File: src/rtl/servant_uart_tx.sv
// servant_uart_tx: Wishbone-attached UART transmitter with a small TX FIFO.
// Register map: adr 0 = DATA (write pushes a byte, read returns 0),
//               adr 1 = STATUS {28'b0, overflow, busy, empty, full}.
// Optional feature: define SERVANT_UART_TX_PARITY_EN to insert an even
// parity bit between the data bits and the stop bit (11-bit frames).
//
// state  | meaning
// IDLE   | line high, waiting for a byte in the FIFO
// START  | driving the start bit (0)
// DATA   | driving data bits LSB first, idx_q selects the bit
// PARITY | driving even parity of the byte (parity build only)
// STOP   | driving the stop bit (1), then back to IDLE
module servant_uart_tx #(
    parameter int CLKS_PER_BIT = 868,
    parameter int FIFO_DEPTH   = 4
) (
    input  logic        i_wb_clk,
    input  logic        i_wb_rst_n,
    input  logic        i_wb_adr,
    input  logic [31:0] i_wb_dat,
    input  logic [3:0]  i_wb_sel,
    input  logic        i_wb_we,
    input  logic        i_wb_cyc,
    output logic [31:0] o_wb_rdt,
    output logic        o_wb_ack,
    output logic        o_uart_tx,
    output logic        o_tx_busy
);

    localparam int AW = $clog2(FIFO_DEPTH);
    localparam int CW = AW + 1;
    localparam logic [15:0]   BIT_RELOAD = 16'(CLKS_PER_BIT - 1);
    localparam logic [CW-1:0] FIFO_FULL  = CW'(FIFO_DEPTH);

    typedef enum logic [2:0] {
        IDLE,
        START,
        DATA,
`ifdef SERVANT_UART_TX_PARITY_EN
        PARITY,
`endif
        STOP
    } state_t;

    state_t        state_q;
    logic [15:0]   cnt_q;
    logic [2:0]    idx_q;
    logic [7:0]    byte_q;
    logic          tx_q;
    logic          ack_q;
    logic [31:0]   rdt_q;
    logic          ovf_q, ovf_d;
    logic [AW-1:0] wr_ptr_q, rd_ptr_q;
    logic [CW-1:0] count_q, count_d;
    logic [7:0]    mem_q [FIFO_DEPTH];

    logic accept, data_wr, stat_rd, push, pop, ovf_set;
    logic fifo_full, fifo_empty, busy;

    // Upper data bits and upper byte enables have no function here.
    logic unused_bits;
    assign unused_bits = ^{i_wb_dat[31:8], i_wb_sel[3:1]};

    assign accept     = i_wb_cyc & ~ack_q;
    assign data_wr    = accept & i_wb_we & ~i_wb_adr & i_wb_sel[0];
    assign stat_rd    = accept & ~i_wb_we & i_wb_adr;
    assign fifo_full  = (count_q == FIFO_FULL);
    assign fifo_empty = (count_q == '0);
    // Fullness is judged before any same-edge pop, so a write into a full
    // FIFO is always dropped.
    assign push       = data_wr & ~fifo_full;
    assign ovf_set    = data_wr & fifo_full;
    assign pop        = (state_q == IDLE) & ~fifo_empty;
    assign busy       = (state_q != IDLE) | ~fifo_empty;

    // Next FIFO occupancy and sticky overflow (a new overflow beats the clear).
    always_comb begin
        count_d = count_q;
        case ({push, pop})
            2'b10:   count_d = count_q + 1'b1;
            2'b01:   count_d = count_q - 1'b1;
            default: count_d = count_q;
        endcase
        ovf_d = ovf_q;
        if (ovf_set)      ovf_d = 1'b1;
        else if (stat_rd) ovf_d = 1'b0;
    end

    // Bus handshake, read data, FIFO pointers and overflow flag.
    always_ff @(posedge i_wb_clk or negedge i_wb_rst_n) begin
        if (!i_wb_rst_n) begin
            ack_q    <= 1'b0;
            rdt_q    <= 32'h0;
            ovf_q    <= 1'b0;
            wr_ptr_q <= '0;
            rd_ptr_q <= '0;
            count_q  <= '0;
        end else begin
            ack_q <= accept;
            if (accept)
                rdt_q <= stat_rd ? {28'b0, ovf_q, busy, fifo_empty, fifo_full} : 32'h0;
            ovf_q   <= ovf_d;
            count_q <= count_d;
            if (push) wr_ptr_q <= wr_ptr_q + 1'b1;
            if (pop)  rd_ptr_q <= rd_ptr_q + 1'b1;
        end
    end

    // FIFO storage; contents are don't-care until written.
    always_ff @(posedge i_wb_clk) begin
        if (push) mem_q[wr_ptr_q] <= i_wb_dat[7:0];
    end

    // Transmit FSM with registered serial output.
    always_ff @(posedge i_wb_clk or negedge i_wb_rst_n) begin
        if (!i_wb_rst_n) begin
            state_q <= IDLE;
            cnt_q   <= 16'd0;
            idx_q   <= 3'd0;
            byte_q  <= 8'h0;
            tx_q    <= 1'b1;
        end else begin
            case (state_q)
                IDLE: begin
                    tx_q <= 1'b1;
                    if (pop) begin
                        byte_q  <= mem_q[rd_ptr_q];
                        state_q <= START;
                        tx_q    <= 1'b0;
                        cnt_q   <= BIT_RELOAD;
                        idx_q   <= 3'd0;
                    end
                end
                START: begin
                    if (cnt_q == 16'd0) begin
                        state_q <= DATA;
                        tx_q    <= byte_q[0];
                        idx_q   <= 3'd0;
                        cnt_q   <= BIT_RELOAD;
                    end else begin
                        cnt_q <= cnt_q - 16'd1;
                    end
                end
                DATA: begin
                    if (cnt_q == 16'd0) begin
                        cnt_q <= BIT_RELOAD;
                        if (idx_q == 3'd7) begin
`ifdef SERVANT_UART_TX_PARITY_EN
                            state_q <= PARITY;
                            tx_q    <= ^byte_q;
`else
                            state_q <= STOP;
                            tx_q    <= 1'b1;
`endif
                        end else begin
                            idx_q <= idx_q + 3'd1;
                            tx_q  <= byte_q[idx_q + 3'd1];
                        end
                    end else begin
                        cnt_q <= cnt_q - 16'd1;
                    end
                end
`ifdef SERVANT_UART_TX_PARITY_EN
                PARITY: begin
                    if (cnt_q == 16'd0) begin
                        state_q <= STOP;
                        tx_q    <= 1'b1;
                        cnt_q   <= BIT_RELOAD;
                    end else begin
                        cnt_q <= cnt_q - 16'd1;
                    end
                end
`endif
                STOP: begin
                    tx_q <= 1'b1;
                    if (cnt_q == 16'd0) state_q <= IDLE;
                    else                cnt_q   <= cnt_q - 16'd1;
                end
                default: begin
                    state_q <= IDLE;
                    tx_q    <= 1'b1;
                end
            endcase
        end
    end

    assign o_wb_ack  = ack_q;
    assign o_wb_rdt  = rdt_q;
    assign o_uart_tx = tx_q;
    assign o_tx_busy = busy;

endmodule

File: config.mk
export PLATFORM = sky130hd
export DESIGN_NAME = servant_uart_tx
export DESIGN_NICKNAME = d
export VERILOG_FILES = /design/src/rtl/servant_uart_tx.sv
export SDC_FILE = /design/constraint.sdc
export NUM_CORES = 1
export LEC_CHECK = 0
export BUFFER_PORTS_ARGS = -buffer_cell sky130_fd_sc_hd__buf_2
export CORE_MARGIN = 2
export CORE_UTILIZATION = 50
export CTS_CLUSTER_SIZE = 10
export DETAILED_ROUTE_END_ITERATION = 6
export HOLD_SLACK_MARGIN = 0.06
export PLACE_DENSITY_LB_ADDON = 0.05
export SYNTH_ARGS = -nofsm -noshare
export SYNTH_HDL_FRONTEND = slang
export SYNTH_SLANG_ARGS = --single-unit
File: constraint.sdc
create_clock -name i_wb_clk -period 2.4 [get_ports i_wb_clk]
set_input_delay 0.12 -clock i_wb_clk [delete_from_list [all_inputs] [get_ports i_wb_clk]]
set_output_delay 0.12 -clock i_wb_clk [all_outputs]
set_load 0.02 [all_outputs]
## After elaboration in Yosys (flattened, before gate mapping)

Memories as Yosys holds them, arrays and structs flattened. A register that Yosys moved wholly into a read port is not among the register bits.
Index checks and enable logic that the tools add are counted.

- Register bits: 64
- RAM bits: 32
- Bits of input ports: 41
- Output and inout port bits: 35
- Logic and storage cells: 89
- Memories kept: 1

- Add/sub/neg operators: 6
- Magnitude comparators: 1
- Equality and inequality tests: 14
- Muxes and demuxes: 27
- Bitwise logic cells: 15
- Reduce and logical (&&, ||, !) cells: 15

Memory list:

| name | depth | width | rd ports | clocked after Yosys merged registers in | write ports | line | source |
|---|---|---|---|---|---|---|---|
| mem_q | 4 | 8 | 1 | 1 | 1 | 55 | `logic [7:0] mem_q [FIFO_DEPTH];` |

Operator list:

| kind | count |
|---|---|
| $mux W16 | 3 |
| $pmux W16 S3 | 1 |
| $mux W3 | 8 |
| $logic_not A16 Y1 | 1 |
| $sub A16 B1 Y16 const B | 1 |
| $ne A2 B2 Y1 const B | 7 |
| $pmux W3 S4 | 1 |
| $reduce_and A5 Y1 | 2 |
| $and A1 B1 Y1 | 9 |
| $mux W1 | 9 |
| $pmux W3 S3 | 1 |
| $reduce_bool A3 Y1 | 3 |
| $add A3 B1 Y3 const B | 2 |
| $eq A3 B2 Y1 const B | 2 |
| $eq A3 B3 Y1 const B | 2 |
| $logic_not A3 Y1 | 2 |
| $pmux W3 S2 | 1 |
| $not A1 Y1 | 5 |
| $add A2 B1 Y2 const B | 2 |
| $lt A3 B4 Y1 const B | 1 |
| $mux W4 | 1 |
| $reduce_and A2 Y1 | 2 |
| $reduce_bool A2 Y1 | 2 |
| $bmux W1 S3 | 1 |
| 9 further kinds | 9 |

## Logic depth before layout (Yosys ltp)

Gate-level depths: netlist of the first run.

- Depth after elaboration: 8
- Depth in mapped cells: 11

## Worst setup path before layout of the first run

OpenSTA, ideal clock, no wires.

- Kind: reg-to-reg
- Start: register state_q[0]
- End: register count_q[2]
- Library setup time: 79 ps
- Arrival: 2184 ps
- Data required time: 2321 ps
- Slack: 137 ps
- Cell stages (with the launch flop): 12
- Buffers on the path: 1
- Clock period less this slack: 2263 ps
- Path through: dfrtp_1 -> inv_1 -> ha_1 -> clkbuf_1 -> nand2b_1 -> inv_2 -> ha_1 -> inv_1 -> fa_1 -> xor2_1 -> nor2_1 -> xor2_1

- Word-level cells in the longest chain between the ends: 4
- Elaborated cells between the ends (all ways): 6

Ends and longest elaborated chain:

| item | line | source |
|---|---|---|
| start: declaration | 45 | `state_t state_q;` |
| start signal: assignment | 117 | `state_q <= IDLE;` |
| start signal: assignment | 128 | `state_q <= START;` |
| start signal: assignment | 136 | `state_q <= DATA;` |
| $logic_not A3 Y1 * | 73 | `assign pop = (state_q == IDLE) & ~fifo_empty;` |
| $and A1 B1 Y1 * | 73 |  |
| named net pop | 57 | `logic accept, data_wr, stat_rd, push, pop, ovf_set;` |
| $eq A2 B1 Y1 / $eq A2 B2 Y1 (equally long branches) | 79 | `case ({push, pop})` |
| $pmux W3 S2 / $reduce_bool A2 Y1 (equally long branches) | -- |  |
| end signal: assignment | 103 | `count_q <= count_d;` |
| end: declaration | 54 | `logic [CW-1:0] count_q, count_d;` |

The timed path passes the listed nets; every way through them passes the cells marked *.
A chain may end at the register's enable or synchronous reset.

## Final worst setup path of the first run

- Start: register count_q[0]
- End: register count_q[2]

- Word-level cells in the longest chain between the ends: 5
- Elaborated cells between the ends (all ways): 12

Ends and longest elaborated chain:

| item | line |
|---|---|
| $eq A3 B3 Y1 / $logic_not A3 Y1 (equally long branches) | 67, 68 |
| $not A1 Y1 (on tied branches) | 71, 73 |
| $and A1 B1 Y1 (on tied branches) | 71, 73 |
| $eq A2 B1 Y1 / $eq A2 B2 Y1 (equally long branches) | 79 |
| $pmux W3 S2 / $reduce_bool A2 Y1 (equally long branches) | -- |

Parallel ways exist; a longest one is shown, timed or not.

==> results by group, run 1 <==
Status
  • Outcome: completed

Drt
  • Via-per-instance ratio: approximately 5.3
  • Remaining antenna violation count after routing: 0
  • Drt drc: 0
  • DRT iter0 DRCs: ~120
  • Final wirelength: a little over 7000 um
  • Wire per inst: between 15 and 20 um
  • Vias after detailed routing: between 2,000 and 2,500
  • First drt pass iteration count: 4

Power and ir drop
  • Leak: 1.78 nW
  • Maximum VDD drop: about 0.00054 V
  • Cell Pwr Density: roughly 1200 nW/um2
  • Total power: approximately 5.1 mW

Global routing
  • Vias in the first global route: between 2,000 and 2,500
  • Overall Global Routing Usage: between 10% and 20%
  • Gr ovfl total: 0
  • Antenna violations before repair: 0
  • Largest net degree at the start of global routing: 27
  • First-pass GRT wire length: 12,500 um

Min path
  • Worst Hold Class: input pin to flip-flop
  • Worst hold endpoint: ovf_q$_DFFE_PN0P_
  • Hold Path Depth: 3
  • Hold Startpoint: i_wb_adr

Setup path
  • Worst-path cell chain: inv_1, and3_1, and3b_1, inv_1, ha_1, inv_1, fa_1, xor2_1, nor2_1, xor2_1
  • Flop2flop setup slack: roughly 250 ps
  • CP Max Fanout: 4
  • CP peak stage delay: 440 ps
  • WS Path Type: flip-flop to flip-flop
  • R2R depth: 10
  • Reg-to-reg startpoint: count_q[0]$_DFFE_PN0P_
  • FF-to-FF End: count_q[2]$_DFFE_PN0P_
  • CP arrival: roughly 2400 ps
  • Crit path capture type: flip-flop
  • Critical path required time: about 2700 ps
  • Slowest-stage cell, CP: dfrtp_1
  • Startpoint Class: flip-flop
  • CP dominant cell by count: inv_1

Logic synthesis
  • Unique masters post-synth: slightly below 70
  • Post-Syn Instances: 310
  • Average size of a mapped cell: around 12 um2
  • Top_reg_cell synth: dfrtp_1
  • Yosys Warn Count: 0
  • #FFs+latches synth: 75
  • Synthesized area: 3870 um2
  • Seq/Total Area, Yosys: between 50% and 60%
  • EDFF count, synth: 32
  • FFs w/ async S/R, synth: between 50 and 60%

Clock tree
  • CTS Sinks: 75
  • TritonCTS clock tree: built
  • Longest Clk Path Bufs: 2
  • TritonCTS buffer count: 9
  • Root Buffer: clkbuf_8
  • H-tree depth: 3
  • Worst-path clk slew: roughly 90 ps
  • Skew-Pair Late Insertion Delay: between 300 and 400 ps
  • PostCTS Resize Cnt: 0

Floorplanning
  • Core area: 7610 um2
  • Die height: 92.0 um
  • Initial core utilization: 50.9%
  • Rows: 32
  • Die W: slightly above 90 um
  • Die ar.: roughly 8500 um2
  • Num ports: 76

Timing
  • FMAX: 465 MHz
  • Setup violators final: 0
  • Final Hold Viols: 0
  • Crit path time final: between 2000 and 2500 ps
  • Period Utilization, post-route: around 90%
  • Worst-Margin Slew: approximately 600 ps
  • Final slew viol count: 0
  • Worst slew margin: between 60% and 70%
  • RSZ-0062 raised after global routing: false
  • Skew final: between 7 and 8 ps
  • Final TNS setup: 0 ps

Final layout
  • Register area: 2040 um2
  • Fillers: 666
  • ANT cells: 0
  • Layout area overhead: 11.3%
  • Layout cell share with drive strength beyond 1: 24.9%
  • Multi-input gate area: 1620 um2
  • Layout Nets: between 400 and 500

Placed design
  • Final HPWL DP: 4930 um
  • Routability cong.: slightly above 0.8
  • PortBufs: 20

Run
  • Maxcap violations: 0
[through the flow]
step	cells	area [um2]	util, %	hold WS [ps]	worst slack (ps)
after floorplan	337	3980	-	-176	137
after global placement	430	4020	52.9	74.5	301
after detailed placement	430	4020	52.9	71.6	281
after CTS	456	4310	56.7	84.6	209
after global routing	456	4310	56.7	106	29.7
final	456	4310	56.7	108	249
[synth_stat cells, types with 3 or more instances]
cell type / number / share of area [%]
dfrtp_1: 42 / 27
edfxtp_1: 32 / 25
buf_4: 28 / 5.4
nor2_1: 22 / 2.1
a21oi_1: 17 / 2.2
inv_1: 14 / 1.4
nand2_1: 14 / 1.4
ha_1: 12 / 3.9
mux4_2: 10 / 5.8
mux2_2: 9 / 2.6
a22o_1: 8 / 1.8
o21ai_0: 6 / 0.77
nor3_1: 5 / 0.65
and2_1: 4 / 0.65
clkbuf_1: 4 / 0.39
o21ai_1: 4 / 0.52
xnor2_1: 4 / 0.90
a31oi_1: 3 / 0.48
nor2_2: 3 / 0.48
nor3b_1: 3 / 0.58
o22a_1: 3 / 0.68
or4_4: 3 / 0.87
xor2_1: 3 / 0.68
[power by group]
| group | total [mW] | internal, mW | leakage, nW | switching (mW) |
|---|---|---|---|---|
| Combinational | 2.19 | 1.05 | 0.860 | 1.15 |
| Sequential | 1.96 | 1.63 | 0.824 | 0.326 |
| Clock | 0.958 | 0.407 | 0.0991 | 0.551 |
[what timing repair did]
| item | 4_1_cts | 5_1_grt |
|---|---|---|
| hold buffers | 10 | 0 |
| setup buffers | 0 | 0 |
| hold endpoints to repair | 50 | 0 |
[worst max-delay path, delay by kind of cell, from the launching register on]
| kind | cells | cell delay, ps |
|---|---|---|
| buf+inv | 3 | 250 |
| xor+xnor | 2 | 300 |
| fa+ha+maj | 2 | 560 |
| simple gates | 3 | 530 |
| flops | 1 | 440 |
[metal layers]
layer	routed length, um	track usage (%)	vias to the layer above
met1	3280	26.2	1186
met2	3540	30.6	50
li1	-	-	1167
met4	88	5.97	0
met5	0	0	-
met3	238	4.19	6
[layout by cell type (no fill, tap or decap), types with 8 or more instances in the layout]
cell	netlist	routed
nor2_1	22	22
mux2_2	9	9
dfrtp_1	42	42
ha_1	12	12
clkbuf_8	0	9
buf_2	2	20
edfxtp_1	32	32
mux4_2	10	10
dlygate4sd3_1	0	10
a21oi_1	17	17
a22o_1	8	8
inv_1	14	14
conb_1	1	28
nand2_1	14	14
[cell families (layout without fill, tap and decap cells)]
kind of cell    count (synthesis)  count (layout)  share of synthesized area (%)
fa+ha+maj                      13              13                           4.39
compound gates                 61              61                           11.4
xor+xnor                        7               7                           1.58
flops                          75              75                           52.6
mux                            22              22                           9.36
simple gates                   78              78                           12.5
buf+inv                        53              70                           8.10
other cells                     1              28                         0.0968
[worst max-delay path by stage]
| stage | startpoint | end | slack (ps) | cells past startpoint |
|---|---|---|---|---|
| after floorplan | state_q[0]$_DFFE_PN0P_ | count_q[2]$_DFFE_PN0P_ | 140 | 11 |
| after global placement | cnt_q[0]$_DFFE_PN0P_ | idx_q[0]$_DFFE_PN0P_ | 300 | 7 |
| after detailed placement | cnt_q[0]$_DFFE_PN0P_ | idx_q[0]$_DFFE_PN0P_ | 280 | 7 |
| after CTS | count_q[0]$_DFFE_PN0P_ | count_q[2]$_DFFE_PN0P_ | 210 | 10 |
| after global routing | o_wb_ack$_DFF_PN0_ | count_q[2]$_DFFE_PN0P_ | 30 | 10 |
| final | count_q[0]$_DFFE_PN0P_ | count_q[2]$_DFFE_PN0P_ | 250 | 10 |
[final cells by class]
type,count,area share [%]
sequential,75,47.3
multi-input combinational,209,37.7
timing repair buffer,38,6.32
tap,102,2.96
clock buffer,9,2.87
clock inverter,7,1.54
inverter,16,1.39
[registers in the layout, indices dropped and copies added (netlist names)]
signal,cells
o_uart_tx,1
idx_q,3
count_q,3
o_wb_rdt,4
wr_ptr_q,2
rd_ptr_q,2
ovf_q,1
byte_q,8
o_wb_ack,1
state_q,2
mem_q,32
cnt_q,16
Note: power is estimated with default switching activity, not from simulation.
==> run 2: changes to the inputs <==
--- a/config.mk
+++ b/config.mk
@@ -12,6 +12,7 @@
 export DETAILED_ROUTE_END_ITERATION = 6
 export HOLD_SLACK_MARGIN = 0.06
 export PLACE_DENSITY_LB_ADDON = 0.05
+export RECOVER_POWER = 25
 export SYNTH_ARGS = -nofsm -noshare
 export SYNTH_HDL_FRONTEND = slang
 export SYNTH_SLANG_ARGS = --single-unit
==> results by group, run 2 (synthesized netlist as in run 1, its figures left out) <==
Status
  • Outcome: completed

Timing
  • Final slew viol count: 0
  • Crit path time final: between 2000 and 2500 ps
  • Final TNS setup: 0 ps
  • Worst-Margin Slew: around 950 ps
  • Final Hold Viols: 0
  • Period Utilization, post-route: ~90%
  • Worst slew margin: 37.0%
  • Setup violators final: 0
  • FMAX: ~460 MHz
  • Skew final: about 8 ps
  • RSZ-0062 raised after global routing: false

Floorplanning
  • Num ports: 76
  • Die W: 92.0 um
  • Core area: about 7600 um2
  • Rows: 32
  • Die height: roughly 92 um
  • Initial core utilization: about half
  • Die ar.: 8470 um2

Setup path
  • Bufs and invs on worst path: 3
  • Slowest-stage cell, CP: dfrtp_1
  • Crit path max-delay family: adder cells
  • Worst-path cell chain: inv_1, and3_1, and3b_1, inv_1, ha_1, inv_1, fa_1, xor2_1, nor2_1, xor2_1
  • CP dominant cell by count: inv_1
  • CP Max Fanout: 4
  • Crit path capture type: flip-flop
  • Critical path required time: ~2700 ps
  • Flop2flop setup slack: between 200 and 250 ps
  • CP peak stage delay: between 400 and 500 ps
  • CP arrival: between 2000 and 2500 ps
  • WS Path Type: flip-flop to flip-flop
  • Startpoint Class: flip-flop

Drt
  • Via-per-instance ratio: approximately 5.3
  • Final wirelength: between 7000 and 8000 um
  • Remaining antenna violation count after routing: 0
  • Drt drc: 0
  • Wire per inst: 15.7 um
  • DRT iter0 DRCs: between 100 and 150
  • First drt pass iteration count: 4
  • Vias after detailed routing: around 2,400

Global routing
  • Largest net degree at the start of global routing: 27
  • Gr ovfl total: 0
  • Vias in the first global route: 2,477
  • First-pass GRT wire length: 12,500 um
  • Overall Global Routing Usage: roughly a fifth
  • Antenna violations before repair: 0

Placed design
  • Placed Area: between 4000 and 5000 um2
  • Placed Cells: 430
  • Final HPWL DP: 4930 um
  • PortBufs: 20
  • Routability cong.: roughly 0.8

Final layout
  • Biggest register: mem_q
  • ANT cells: 0
  • Fillers: between 600 and 700
  • Most common cell after layout, fill and taps aside: dfrtp_1
  • Max reg flops: 32
  • Most frequent cells in the layout: dfrtp_1, edfxtp_1, conb_1, nor2_1, a21oi_1
  • Top Registers: mem_q x32, cnt_q x16, byte_q x8
  • Register area: between 2000 and 2500 um2
  • Layout cell share with drive strength beyond 1: between 20% and 30%
  • Layout Nets: 403
  • Multi-input gate area: 1620 um2
  • Layout area overhead: 11.1%
  • Non-Filler Instances: 456
  • Post-route cell area: about 4300 um2

Clock tree
  • Longest Clk Path Bufs: 2
  • TritonCTS clock tree: built
  • H-tree depth: 3
  • Worst-path clk slew: around 90 ps
  • TritonCTS buffer count: 9
  • CTS Sinks: 75
  • Skew-Pair Late Insertion Delay: around 350 ps
  • Post-CTS Repair Setup Buffers: 0
  • Root Buffer: clkbuf_8

Power and ir drop
  • Leak: 1.76 nW
  • Maximum VDD drop: ~0.00054 V
  • Cell Pwr Density: 1190 nW/um2

Min path
  • Worst Hold Class: input pin to flip-flop

Run
  • Maxcap violations: 0
## run 2: changes by cell type in the layout (fill, tap and decap cells not counted)
cell      change
buf_2         -7
clkbuf_1      +7
## run 2: cell type report
class,instances,share of cell area (%)
Timing Repair Buffer,38,6.13
Multi-Input combinational cell,209,37.7
Clock inverter,7,1.54
Inverter,16,1.40
Tap cell,102,2.97
Clock buffer,9,2.88
Sequential cell,75,47.4
## run 2: worst min-delay path: stages
cell	delay, ps
buf_2	110
nand2_1	70
a22o_1	120
## run 2: final timing paths
path                                          from                 endpoint  cells after the start
max                         count_q[0]$_DFFE_PN0P_   count_q[2]$_DFFE_PN0P_                     10
min                                       i_wb_adr        ovf_q$_DFFE_PN0P_                      3
max reg2reg                 count_q[0]$_DFFE_PN0P_   count_q[2]$_DFFE_PN0P_                     10
min reg2reg                o_wb_rdt[2]$_DFFE_PN0N_  o_wb_rdt[2]$_DFFE_PN0N_                      1
max in group asynchronous               i_wb_rst_n   count_q[1]$_DFFE_PN0P_                      3
min in group asynchronous               i_wb_rst_n     idx_q[0]$_DFFE_PN0P_                      2
## run 2: power breakdown
part | internal [mW] | leakage, nW | switching, mW
clock | 0.407 | 0.0991 | 0.552
sequential | 1.63 | 0.824 | 0.326
combinational | 1.04 | 0.840 | 1.15
## run 2: layer usage
metal	wire length, um	global-route usage [%]	up-vias
li1	-	-	1170
met1	3290	26.2	1182
met2	3540	30.6	45
met3	216	4.19	6
met4	87	5.97	0
met5	0	0	-
## run 2: through the flow
step	util [%]	setup WS, ps	power [mW]	hold slack (ps)
2_1_floorplan	-	137	3.65	-176
3_3_place_gp	52.9	301	4.11	74.5
3_5_place_dp	52.9	281	4.17	71.6
4_1_cts	56.7	209	5.16	84.6
5_1_grt	56.6	29.7	5.55	106
6_report	56.6	247	5.11	107
## run 2: repair_timing
action	in CTS	in global routing
hold buffers	10	0
endpoints found under the hold margin	50	0
endpoints found under the setup margin	0	0
gates resized for setup	0	0
